File: src/rtl/modn_counter.sv
// modn_counter: modulo-N up/down counter with synchronous load, cascade carry and wrap pulse.
// Optional one-shot (stop at end value) mode is built when MODN_COUNTER_ONESHOT_EN is defined.
module modn_counter #(
   parameter int unsigned WIDTH   = 4,
   parameter int unsigned MODULUS = 10,
   parameter int unsigned START   = 9
) (
   input  logic             clk,
   input  logic             reset,
   input  logic             enable,
   input  logic             tick,
   input  logic             up,
   input  logic             load,
   input  logic [WIDTH-1:0] load_value,
   output logic [WIDTH-1:0] value,
   output logic             tc,
   output logic             wrap
`ifdef MODN_COUNTER_ONESHOT_EN
   ,
   input  logic             oneshot,
   output logic             done
`endif
);

   if ((MODULUS < 2) || (64'(MODULUS) > (64'd1 << WIDTH)) || (START >= MODULUS)) begin : g_param_check
      $error("modn_counter: illegal WIDTH/MODULUS/START combination");
   end

   localparam logic [WIDTH-1:0] LAST    = WIDTH'(MODULUS - 1);
   localparam logic [WIDTH-1:0] START_V = WIDTH'(START);
   // One extra bit so MODULUS == 2**WIDTH is representable in the clamp compare
   localparam logic [WIDTH:0]   MOD_EXT = (WIDTH + 1)'(MODULUS);

   logic [WIDTH-1:0] r_value;
   logic [WIDTH-1:0] w_next;
   logic             r_wrap;
   logic             w_wrap_next;
   logic             w_at_end;
   logic             w_over;
   logic             w_step;
   logic             w_block;
   logic             w_hold_end;

`ifdef MODN_COUNTER_ONESHOT_EN
   logic r_done;
   logic w_done_next;

   assign w_block    = r_done;
   assign w_hold_end = oneshot;
   assign done       = r_done;
`else
   assign w_block    = 1'b0;
   assign w_hold_end = 1'b0;
`endif

   assign w_at_end = up ? (r_value == LAST) : (r_value == '0);
   assign w_over   = {1'b0, load_value} >= MOD_EXT;
   assign w_step   = enable & tick & ~load & ~w_block;
   assign tc       = enable & tick & w_at_end & ~w_block;
   assign value    = r_value;
   assign wrap     = r_wrap;

   always_comb begin
      w_next      = r_value;
      w_wrap_next = 1'b0;
`ifdef MODN_COUNTER_ONESHOT_EN
      w_done_next = r_done;
`endif
      if (load) begin
         w_next = w_over ? LAST : load_value;
`ifdef MODN_COUNTER_ONESHOT_EN
         w_done_next = 1'b0;
`endif
      end else if (w_step) begin
         if (w_at_end) begin
            if (w_hold_end) begin
`ifdef MODN_COUNTER_ONESHOT_EN
               w_done_next = 1'b1;
`endif
            end else begin
               w_next      = up ? '0 : LAST;
               w_wrap_next = 1'b1;
            end
         end else begin
            w_next = up ? (r_value + WIDTH'(1)) : (r_value - WIDTH'(1));
         end
      end
   end

   always_ff @(posedge clk) begin
      if (reset) begin
         r_value <= START_V;
         r_wrap  <= 1'b0;
`ifdef MODN_COUNTER_ONESHOT_EN
         r_done  <= 1'b0;
`endif
      end else begin
         r_value <= w_next;
         r_wrap  <= w_wrap_next;
`ifdef MODN_COUNTER_ONESHOT_EN
         r_done  <= w_done_next;
`endif
      end
   end

endmodule
File: config.mk
export PLATFORM = sky130hd
export DESIGN_NAME = modn_counter
export DESIGN_NICKNAME = d
export VERILOG_FILES = /design/src/rtl/modn_counter.sv
export SDC_FILE = /design/constraint.sdc
export NUM_CORES = 1
export LEC_CHECK = 0
export BUFFER_PORTS_ARGS = -buffer_cell sky130_fd_sc_hd__buf_2
export CAP_MARGIN = 40
export CORE_AREA = 5 5 42 44
export CTS_CLUSTER_SIZE = 20
export DETAILED_ROUTE_END_ITERATION = 10
export DIE_AREA = 0 0 47 49
export GPL_TIMING_DRIVEN = 0
export RECOVER_POWER = 100
export SLEW_MARGIN = 10
export SYNTH_ARGS = -nofsm -noshare
export SYNTH_HDL_FRONTEND = slang
export SYNTH_SLANG_ARGS = --single-unit
File: constraint.sdc
create_clock -name clk -period 4.8 [get_ports clk]
set_clock_uncertainty 0.15 [all_clocks]
set_input_delay 0.24 -clock clk [delete_from_list [all_inputs] [get_ports clk]]
set_output_delay 0.24 -clock clk [all_outputs]
set_load 0.01 [all_outputs]
==> impl_metrics.py <==
metrics = {
    "status": {
        "status": "complete, no violations",
    },
    "clock_tree": {
        "htreeDepth": 1,
        "clkTransAtPathRegs_ns": 0.04,
        "insertion_delay_ns": 0.24,
        "cts_tree": "built",
        "ctsHoldBuffers": 0,
        "numCtsBuffers": 3,
        "clockBufferDepth": 2,
        "clock-root-buffer": "clkbuf_4",
        "postCtsResizedCells": 0,
        "cts_setup_buffers": 0,
        "clock_sinks": 5,
    },
    "worst_setup_path": {
        "setup.worst_path.start_class": "flip-flop",
        "slowest_delay_ns": 0.47,
        "cp.required_ns": 4.41,
        "end_kind": "output pin",
        "cpMaxStageDelayCell": "o21ai_0",
        "arrival_ns": 1.53,
        "cp_max_fo": 6,
        "cp_top_family": "compound AO/OA/AOI/OAI gates",
        "path_class": "flip-flop to output pin",
        "path_buf_inv": 1,
        "path_cells": "nor3_1 -> o21ai_0 -> nor2_1 -> clkbuf_1",
    },
    "power": {
        "p_leak_uw": 0.000195,
        "sequentialPowerShare_pct": 38.1,
        "power.share.clock_pct": 36.7,
        "power.switching_uw": 35.7,
        "p_per_area_nw_per_um2": 280,
        "sw_frac_of_total_pct": 28.0,
        "combPwrFrac_pct": 25.2,
        "ir_drop_uv": 133,
        "p_int_uw": 91.5,
    },
    "timing": {
        "fin_crit_sh_pct": 40.0,
        "fmax_ghz": 0.520,
        "final.min_clock_period_ns": 1.92,
        "slew_headroom_pct": 63.0,
        "worst_hold_slack_ns": 0.0795,
        "slew_viol_final": 0,
        "grt_setup_unrepaired": "false",
        "setup_violations": 0,
        "hold_violations": 0,
        "tns_ns": 0,
        "worst_slack_ns": 2.88,
        "worst_pin_slew_ns": 0.550,
    },
    "floorplanning": {
        "start_util_pct": 25.6,
        "placementRows": 14,
        "dieArea_um2": 2300,
        "die_h_um": 49,
        "ioPinCount": 16,
        "core-area_um2": 1400,
        "die_w_um": 47,
    },
    "drt": {
        "first_pass_iters": 2,
        "wl_per_cell_um": 10.7,
        "routed_wl_um": 806,
        "drt-initial-drc-count": 5,
        "ant_nets": 0,
        "drc": 0,
        "via_per_inst": 4.88,
        "vias": 366,
    },
    "logic_synthesis": {
        "syn_area_per_cell_um2": 8.76,
        "netlist_area_um2": 359,
        "ys_types": 23,
        "yosys_warnings": 0,
        "ys_seq_area_share_pct": 27.9,
        "syn_nets": 54,
        "synthesis.instances": 41,
        "ys_seq_elements": 5,
    },
    "global_route": {
        "grt_overflow": 0,
        "grt_max_degree": 11,
        "groute.usage.overall_pct": 7.40,
        "grt_pass1_vias": 337,
        "grt_pass1_wl_um": 1280,
        "antenna_found_initial": 0,
    },
    "flow_run": {
        "cap_violations": 0,
    },
    "layout": {
        "post-route-cell-area_um2": 454,
        "n_antenna_cell": 0,
        "final_cells": 75,
        "nets": 73,
        "final_layout_size_suffix_gt1_share_pct": 20.3,
        "area_growth_pct": 26.5,
    },
    "place": {
        "hpwl_um": 680,
        "pre_cts_ws_ns": 3.09,
        "gp_congestion": 0.670,
        "placed_area_um2": 449,
        "io_buffers": 14,
        "placedCellCount": 71,
    },
    "hold_path": {
        "worst_hold_path_type": "primary input to flip-flop",
    },
}
-- worst paths after layout --
check / from / end / slack (ns) / depth (start not counted)
setup / recovery: value[0]$_SDFFE_PP1P_ / tc / 2.88 / 4
hold / removal: reset / value[2]$_SDFFE_PP0P_ / 0.08 / 2
setup reg to reg: value[1]$_SDFFE_PP0P_ / value[3]$_SDFFE_PP1P_ / 3.11 / 5
hold reg to reg: value[1]$_SDFFE_PP0P_ / value[1]$_SDFFE_PP0P_ / 0.48 / 2
-- synthesized netlist by cell type --
cell | count | area share [%]
a21oi_1 | 2 | 2.8
nor4_1 | 1 | 1.7
ha_1 | 2 | 7.0
a311o_1 | 1 | 2.8
a221oi_2 | 1 | 4.2
a21o_1 | 1 | 2.1
o21ai_0 | 3 | 4.2
nor3_1 | 1 | 1.4
dfxtp_1 | 5 | 28
nand2_1 | 2 | 2.1
nor2_1 | 4 | 4.2
nand3b_1 | 1 | 2.1
o21ai_2 | 1 | 2.4
buf_2 | 1 | 1.4
nand4_1 | 1 | 1.7
xnor2_1 | 4 | 9.8
a221oi_1 | 1 | 2.4
a21oi_2 | 1 | 2.4
a211oi_1 | 1 | 2.1
nand2b_1 | 3 | 5.2
fa_1 | 1 | 5.6
and3_1 | 2 | 3.5
inv_1 | 1 | 1.0
-- cell usage in the layout, fill, tap and decap left out, types with 2 or more instances in the layout --
master / synthesis / routed
buf_2: 1 / 9
clkbuf_1: 0 / 7
dfxtp_1: 5 / 5
nor2_1: 4 / 4
o21ai_0: 3 / 4
xnor2_1: 4 / 4
nand2b_1: 3 / 3
a21oi_1: 2 / 3
clkbuf_4: 0 / 3
and3_1: 2 / 2
nand2_1: 2 / 2
a221oi_1: 1 / 2
ha_1: 2 / 2
-- through the flow --
step,utilization [%],total power (µW)
2_1_floorplan,-,72.8
3_3_place_gp,32.1,84.2
3_5_place_dp,32.1,84.5
4_1_cts,33.9,133
5_1_grt,32.4,136
6_report,32.4,127
-- layer usage --
metal | vias up | part of all wire, % | track usage (%)
met5 | - | 0 | 0
met4 | 0 | 0.74 | 5.53
met3 | 2 | 6.1 | 1.11
met2 | 10 | 48 | 11.1
met1 | 164 | 45 | 9.03
li1 | 190 | - | -
-- worst reg2reg max path, stage by stage, from the launching register on --
cell     delay [ns]
dfxtp_1        0.41
ha_1           0.27
a21o_1         0.18
a21oi_1        0.17
xnor2_1        0.09
a311o_1        0.31
-- registers in the layout, summed over array words and instances, names as in the netlist --
| signal | flops |
|---|---|
| wrap | 1 |
| value | 4 |
-- logic make-up (layout without fill, tap and decap cells) --
logic type / Yosys count / in the layout / share of synthesized area [%]
AND/OR/NAND/NOR: 15 / 15 / 22.0
AO/OA/AOI/OAI: 12 / 12 / 25.4
flip-flops: 5 / 5 / 27.9
XOR/XNOR: 4 / 4 / 9.76
buffers and inverters: 2 / 20 / 2.44
adder cells (fa/ha/maj): 3 / 3 / 12.5
-- power groups by stage --
stage               Sequential, µW  Clock (µW)  Combinational, µW
finish                        48.4        46.7               32.1
global route                  49.1        51.5               35.7
CTS                           48.4        48.5               35.8
detailed placement            49.1           0               35.4
global placement              48.9           0               35.3
floorplan                     49.7           0               23.2
-- final cells by class --
cell class	instances	area, µm²
fillers	163	947
multi-input cells	34	236
flip-flops and latches	5	100
repair buffers	14	62.6
clock buffers	4	26.3
well taps	16	20.0
plain buffers	1	5.00
inverters	1	3.75
No activity file was read; power rests on OpenSTA's default activity.
